[config.mk]
export PLATFORM = sky130hd
export DESIGN_NAME = dc_window_buffer
export DESIGN_NICKNAME = d
export VERILOG_FILES = /design/src/rtl/dc_window_buffer.sv
export SDC_FILE = /design/constraint.sdc
export NUM_CORES = 1
export LEC_CHECK = 0
export CORE_MARGIN = 2
export CORE_UTILIZATION = 52
export DETAILED_ROUTE_END_ITERATION = 10
export GPL_TIMING_DRIVEN = 0
export PLACE_DENSITY = 0.83
export SETUP_SLACK_MARGIN = 0.3
export SLEW_MARGIN = 20
export SYNTH_ARGS = -nofsm -noshare
export SYNTH_HDL_FRONTEND = slang
export SYNTH_SLANG_ARGS = --single-unit
[constraint.sdc]
create_clock -name clk -period 2.1 [get_ports clk]
set_input_delay 0.21 -clock clk [delete_from_list [all_inputs] [get_ports clk]]
set_output_delay 0.21 -clock clk [all_outputs]
set_load 0.02 [all_outputs]
[src/rtl/dc_window_buffer.sv]
// Sliding FH x FW window generator over a raster pixel stream using FH-1 line buffers.
// Emits one valid-padded window per producing accept with a single-entry output register.
module dc_window_buffer #(
  parameter int unsigned D            = 2,
  parameter int unsigned FH           = 3,
  parameter int unsigned FW           = 3,
  parameter int unsigned IMG_W        = 4,
  parameter int unsigned IMG_H        = 4,
  parameter int unsigned PINDEX_WIDTH = 2
) (
  input  logic                    clk,
  input  logic                    rst,
  input  logic                    in_valid,
  output logic                    in_ready,
  input  logic [D-1:0]            in_pixel,
  input  logic [PINDEX_WIDTH-1:0] in_pindex,
  output logic                    out_valid,
  input  logic                    out_ready,
  output logic [FH*FW*D-1:0]      data_out,
  output logic [PINDEX_WIDTH-1:0] pindex_out,
  output logic                    frame_done
);

  localparam int unsigned COL_W = (IMG_W > 1) ? $clog2(IMG_W) : 1;
  localparam int unsigned ROW_W = (IMG_H > 1) ? $clog2(IMG_H) : 1;
  localparam int unsigned WIN_W = FH * FW * D;
  localparam int unsigned LB_N  = FH - 1;

  typedef enum logic {ST_FILL, ST_EMIT} state_t;

  state_t             state;
  state_t             state_next;
  logic [COL_W-1:0]   col;
  logic [ROW_W-1:0]   row;
  logic               accept_c;
  logic               col_last_c;
  logic               row_last_c;
  logic               produce_c;
  logic               frame_end_c;
  logic [D-1:0]       line_buf   [LB_N][IMG_W];
  logic [D-1:0]       new_col_c  [FH];
  logic [D-1:0]       win        [FH][FW];
  logic [D-1:0]       win_next_c [FH][FW];
  logic [WIN_W-1:0]   win_flat_c;

  // Ready whenever the output slot is empty or being drained this cycle
  assign in_ready   = !out_valid || out_ready;
  assign accept_c   = in_valid && in_ready;
  assign col_last_c = (col == COL_W'(IMG_W - 1));
  assign row_last_c = (row == ROW_W'(IMG_H - 1));

  // FSM state register
  always_ff @(posedge clk or posedge rst) begin
    if (rst) state <= ST_FILL;
    else     state <= state_next;
  end

  // FSM next state: FILL until FH-1 rows are buffered, EMIT until the frame wraps
  always_comb begin
    state_next = state;
    if (accept_c && col_last_c) begin
      case (state)
        ST_FILL: if (row == ROW_W'(FH - 2)) state_next = ST_EMIT;
        ST_EMIT: if (row_last_c)            state_next = ST_FILL;
        default: state_next = ST_FILL;
      endcase
    end
  end

  // FSM outputs
  always_comb begin
    produce_c   = 1'b0;
    frame_end_c = 1'b0;
    if (accept_c) begin
      produce_c   = (state == ST_EMIT) && (col >= COL_W'(FW - 1));
      frame_end_c = col_last_c && row_last_c;
    end
  end

  // Incoming column and shifted window; row 0 is the oldest line
  always_comb begin
    for (int r = 0; r < int'(LB_N); r++) new_col_c[r] = line_buf[r][col];
    new_col_c[FH-1] = in_pixel;
    for (int r = 0; r < int'(FH); r++) begin
      for (int c = 0; c < int'(FW) - 1; c++) win_next_c[r][c] = win[r][c+1];
      win_next_c[r][FW-1] = new_col_c[r];
    end
    win_flat_c = '0;
    for (int r = 0; r < int'(FH); r++) begin
      for (int c = 0; c < int'(FW); c++) win_flat_c[(r*int'(FW)+c)*int'(D) +: D] = win_next_c[r][c];
    end
  end

  // Line buffers and window storage; FILL rows overwrite stale contents before use
  always_ff @(posedge clk) begin
    if (accept_c) begin
      for (int r = 0; r < int'(LB_N) - 1; r++) line_buf[r][col] <= line_buf[r+1][col];
      line_buf[LB_N-1][col] <= in_pixel;
      for (int r = 0; r < int'(FH); r++) begin
        for (int c = 0; c < int'(FW); c++) win[r][c] <= win_next_c[r][c];
      end
    end
  end

  // Position counters, output register and frame pulse
  always_ff @(posedge clk or posedge rst) begin
    if (rst) begin
      col        <= '0;
      row        <= '0;
      out_valid  <= 1'b0;
      data_out   <= '0;
      pindex_out <= '0;
      frame_done <= 1'b0;
    end else begin
      frame_done <= frame_end_c;
      if (accept_c) begin
        if (col_last_c) begin
          col <= '0;
          row <= row_last_c ? '0 : row + ROW_W'(1);
        end else begin
          col <= col + COL_W'(1);
        end
      end
      if (produce_c) begin
        out_valid  <= 1'b1;
        data_out   <= win_flat_c;
        pindex_out <= in_pindex;
      end else if (out_ready) begin
        out_valid  <= 1'b0;
      end
    end
  end

endmodule

== Yosys cells after proc, flatten, opt, wreduce, memory -nomap -nowiden ==
Memory sizes are Yosys's and may differ from the RTL's.
Index checks and enable logic that the tools add are counted.

* Bits in registers: 27
* RAM bits: 34
* Input port bits: 8
* Output and inout port bits: 23
* Word-level logic and storage cells: 48
* Memories kept: 2

* Add/subtract/negate cells: 2
* $lt $le $gt $ge: 3
* Equality and inequality tests: 3
* Multiplexer cells: 20
* Bitwise operators: 2
* Reductions and logical operators: 9

{| class="wikitable"
|+ Memory list
! name !! depth !! bits a word !! rd ports !! clocked after memory_dff !! write ports !! RTL line !! text
|-
| win || 3 || 6 || 3 || 0 || 3 || 42 || <nowiki>logic [D-1:0] win [FH][FW];</nowiki>
|-
| line_buf || 2 || 8 || 2 || 0 || 2 || 40 || <nowiki>logic [D-1:0] line_buf [LB_N][IMG_W];</nowiki>
|}

{| class="wikitable"
|+ Operators by type and width
! kind !! number
|-
| $mux W2 || 7
|-
| $bmux W2 S2 || 2
|-
| $mux W1 || 8
|-
| $mux W8 || 1
|-
| $logic_and A1 B1 Y1 || 5
|-
| $add A2 B1 Y2 const B || 2
|-
| $demux W2 S2 || 1
|-
| $eq A2 B2 Y1 const B || 2
|-
| $ge A3 B3 Y1 const B || 1
|-
| $lt A3 B1 Y1 const B || 1
|-
| $not A2 Y3 || 1
|-
| $eq A2 B1 Y1 const B || 1
|-
| $ge A2 B2 Y1 const B || 1
|-
| $pmux W1 S2 || 1
|-
| $reduce_and A2 Y1 || 1
|-
| $reduce_bool A2 Y1 || 1
|-
| $logic_not A1 Y1 || 1
|-
| $logic_or A1 B1 Y1 || 1
|-
| $not A1 Y1 || 1
|}

== Logic depth before layout (Yosys ltp) ==
* Depth in word-level cells: 6
* Mapped depth: 6
* Depth with buffers taken out: 4

== Worst setup path before layout ==
No wires, ideal clock.

* Path kind: register to register
* Start: register out_valid
* End: memory win[0][0] (netlist bit) (enable)
* Arrival time: 1.369 ns
* Required time: 1.721 ns
* Setup slack: 0.352 ns
* Stages on the path, launching flop included: 4
* Path through: dfrtp_1 nand2b_1 buf_2 and2_0

{| class="wikitable"
|+ RTL lines
! element !! RTL line !! text
|-
| from (decl) || 17 || <nowiki>output logic out_valid,</nowiki>
|-
| from (signal assigned) || 110 || <nowiki>out_valid <= 1'b0;</nowiki>
|-
| from (signal assigned) || 125 || <nowiki>out_valid <= 1'b1;</nowiki>
|-
| from (signal assigned) || 129 || <nowiki>out_valid <= 1'b0;</nowiki>
|-
| to (decl) || 42 ||
|}

== Worst setup path in the final report ==
* Start: register col[0]
* End: register data_out[10]

* Longest elaborated chain between the ends: 4
* Elaborated cells between the ends (all ways): 7
* Classes of those cells: order compare (1); mux (4); bitwise (1); reduce/logical (1)

{| class="wikitable"
|+ Ends and longest elaborated chain
! element !! RTL line !! text
|-
| from (decl) || 33 || <nowiki>logic [COL_W-1:0] col;</nowiki>
|-
| from (signal assigned) || 121 || <nowiki>col <= col + COL_W'(1);</nowiki>
|-
| $not A2 Y3 (implied by the code) || 82 || <nowiki>for (int r = 0; r < int'(LB_N); r++) new_col_c[r] = line_buf[r][col];</nowiki>
|-
| $bmux W2 S2 || 82 ||
|-
| $mux W2 (implied by the code) (2 in series) || 82 ||
|-
| to (signal assigned) || 126 || <nowiki>data_out <= win_flat_c;</nowiki>
|-
| to (decl) || 19 || <nowiki>output logic [FH*FW*D-1:0] data_out,</nowiki>
|}

Parallel ways exist; a longest one is shown, timed or not. The select of a mux whose other input is x is not followed.
A chain may end at the register's enable or synchronous reset.

==> results by group <==
Synth
  – Seq/Total Area, Yosys: 0.733
  – Warnings from Yosys: 0
  – Flop and latch count out of synthesis: 55
  – Mean Syn Cell Area: 18.5 um^2
  – Mapped Nets: 125
  – Synth unique cells: 18
  – Post-Syn Instances: 112
  – Mapped cell area: 2070 um^2

Route
  – Iter 0 DRT Violations: 29
  – Vias per cell: 5.35
  – Routed wire length: 3490 um
  – Wire per inst: 17.4 um
  – Vias after detailed routing: 1076
  – Pre-Repair DR Iteration Count: 4
  – Post-DRT Antenna Nets: 0
  – Post-route DRC: 0

Min path
  – Hold Path Class: input port to async pin

Power and ir drop
  – Int Pwr: 2.69 mW
  – Sequential share of power: 0.454
  – Max VDD drop: 0.000900 V
  – Leakage power: 1.02 nW
  – Switching power: 1.28 mW
  – Logic pwr share: 0.409
  – PD cells: 1540 nW/um^2
  – Clock Power Share: 0.137
  – Net Sw Frac: 0.321

Critical path
  – CP Class: flop to flop
  – WP data required: 2290 ps
  – Worst Setup End Kind: flop
  – Arrival time worst endpoint: 1950 ps
  – Worst Path Max Fanout: 5
  – Reg2Reg Depth: 6
  – Worst setup SP type: flop
  – FF-to-FF setup slack: 340 ps

Clock tree
  – TritonCTS clock tree: yes
  – Clock root buffer master: clkbuf_8
  – Depth of the CTS H-tree: 2
  – TritonCTS sink count: 55
  – Clock-pin slew on the worst setup and hold paths: 90 ps
  – CTS buffer count: 5
  – Clk buf depth: 2
  – Cts hold-fix bufs: 0
  – Clk Latency, worst-skew pair: 310 ps

Timing
  – Worst slew margin: 0.524
  – Final number of setup-violating endpoints: 0
  – Worst hold-check slack: 271 ps
  – Final period util: 0.837
  – Max-slew violation count: 0
  – Clk_skew: 8.00 ps
  – Slew @ Worst Pin: 713 ps
  – Fmax: 569 MHz
  – Fin. Hold Viols: 0
  – Crit path time final: 1760 ps
  – RSZ-0062 raised after global routing: true
  – Post-route setup slack: 342 ps

Floorplanning
  – Die width: 67.1 um
  – Floorplan core area: 3740 um^2
  – Initial Util: 0.553
  – Site row count: 22
  – Top Ports: 31
  – Die area: 4500 um^2
  – Die height: 67.1 um

Placed design
  – Final HPWL DP: 2310 um
  – Placed Cells incl. Taps: 189
  – Final RePlAce weighted congestion: 0.800
  – Pre-CTS setup slack: -164 ps
  – Port-buffer cells: 29

Final layout
  – Ratio of cells with drive above 1 in the final layout: 0.301
  – Fin nets: 165
  – Final instance count without filler cells: 201
  – Antenna Cells: 0
  – Fillers: 284
  – Area growth syn-to-layout: 24.8%

Global routing
  – Overflow after GRT: 0
  – Vias in the first global route: 1127
  – Largest net degree at the start of global routing: 28
  – Antenna violations before repair: 0
  – Gr usage total: 0.173
  – First-pass GRT wire length: 5400 um

Outcome
  – Status: completed

Job
  – Max-cap viol count: 0
-- through the flow --
step                setup TNS [ps]  total power [mW]  instance area [um^2]   util
CTS                              0              3.89                  2500  0.668
finish                           0              3.97                  2580  0.690
global route                     0              4.20                  2580  0.690
detailed placement           -2450              3.35                  2420  0.646
global placement             -2060              3.25                  2420  0.646
floorplan                        0              2.69                  2070      -
-- cell type report --
type | instances | area (um^2) | area share
inverter | 4 | 15.0 | 0.00581
tap | 48 | 60.1 | 0.0233
timing repair buffer | 33 | 337 | 0.130
multi-input combinational | 48 | 520 | 0.202
sequential | 55 | 1520 | 0.588
clock inverter | 2 | 8.76 | 0.00339
buffer | 5 | 51.3 | 0.0199
clock buffer | 6 | 72.6 | 0.0281
-- what timing repair did --
| action | CTS | global route |
|---|---|---|
| pin swaps | 0 | 1 |
| setup endpoints to repair | 36 | 19 |
| gates cloned | 0 | 1 |
| buffers inserted | 0 | 3 |
| resized for setup | 2 | 12 |
-- critical path, cell delays in order (launching register included) --
cell and delay, ps:
dfrtp_1 410, buf_6 130, inv_2 40, ha_2 200
o2111ai_4 330, clkbuf_16 220, mux2_2 320
-- power groups by stage --
stage | Sequential, mW | Combinational [mW] | Clock [mW]
floorplan | 2.04 | 0.657 | 0
global placement | 1.79 | 1.47 | 0
detailed placement | 1.82 | 1.52 | 0
CTS | 1.80 | 1.53 | 0.557
global route | 1.85 | 1.75 | 0.602
finish | 1.80 | 1.63 | 0.544
-- path summary, 6_finish.rpt --
| check | start | end |
|---|---|---|
| min | rst | data_out[14]$_DFFE_PP0P_ |
| min in group clk | in_valid | col[1]$_DFFE_PP0P_ |
| max in group asynchronous | rst | col[1]$_DFFE_PP0P_ |
| max | col[0]$_DFFE_PP0P_ | data_out[10]$_DFFE_PP0P_ |
| min reg2reg | win[0][1]$_DFFE_PP_ | win[0][3]$_DFFE_PP_ |
| max reg2reg | col[0]$_DFFE_PP0P_ | data_out[10]$_DFFE_PP0P_ |
-- cell usage in the layout (no fill, tap or decap), types with 2 or more instances in the layout --
cell type and n:
clkdlybuf4s50_1 28, edfxtp_1 28, dfrtp_1 26, mux2_2 22
clkbuf_8 5, mux4_2 4, and3_1 4, ha_1 4
nand3_1 3, buf_4 3, buf_8 2, inv_1 2
inv_2 2, nor2_1 2, o21ai_0 2, a41oi_1 2
-- cell families (layout without fill, tap and decap cells) --
| logic type | Yosys count | in the layout | share of synthesized area |
|---|---|---|---|
| simple gates | 12 | 12 | 0.0308 |
| buf+inv | 9 | 50 | 0.0224 |
| fa+ha+maj | 5 | 5 | 0.0302 |
| compound gates | 5 | 5 | 0.0206 |
| flops | 55 | 55 | 0.733 |
| mux | 26 | 26 | 0.163 |
-- flip-flops by register name (all words and copies together) (netlist names), named ones only --
name	cells
out_valid	1
row	2
frame_done	1
data_out	18
win	12
pindex_out	2
line_buf	16
col	2
-- per-layer routing --
layer	up-vias	GRT usage	part of all wire
met4	0	0.0689	0.019
met2	32	0.293	0.52
li1	496	-	-
met1	543	0.202	0.40
met3	5	0.0557	0.060
met5	-	0	0
-- synth_stat cells --
master / count / area, um^2
and3_1: 4 / 25.0
nand3_1: 3 / 15.0
clkbuf_2: 1 / 5.00
dfrtp_1: 27 / 676
ha_1: 5 / 62.6
nand2b_1: 1 / 6.26
mux2_2: 22 / 248
mux4_2: 4 / 90.1
inv_1: 4 / 15.0
a41oi_1: 2 / 17.5
buf_2: 3 / 15.0
edfxtp_1: 28 / 841
and2_0: 1 / 6.26
o21ai_0: 2 / 10.0
o2111ai_2: 1 / 15.0
nor2_1: 2 / 7.51
buf_6: 1 / 11.3
nand2_1: 1 / 3.75
Note: power is estimated with default switching activity, not from simulation.
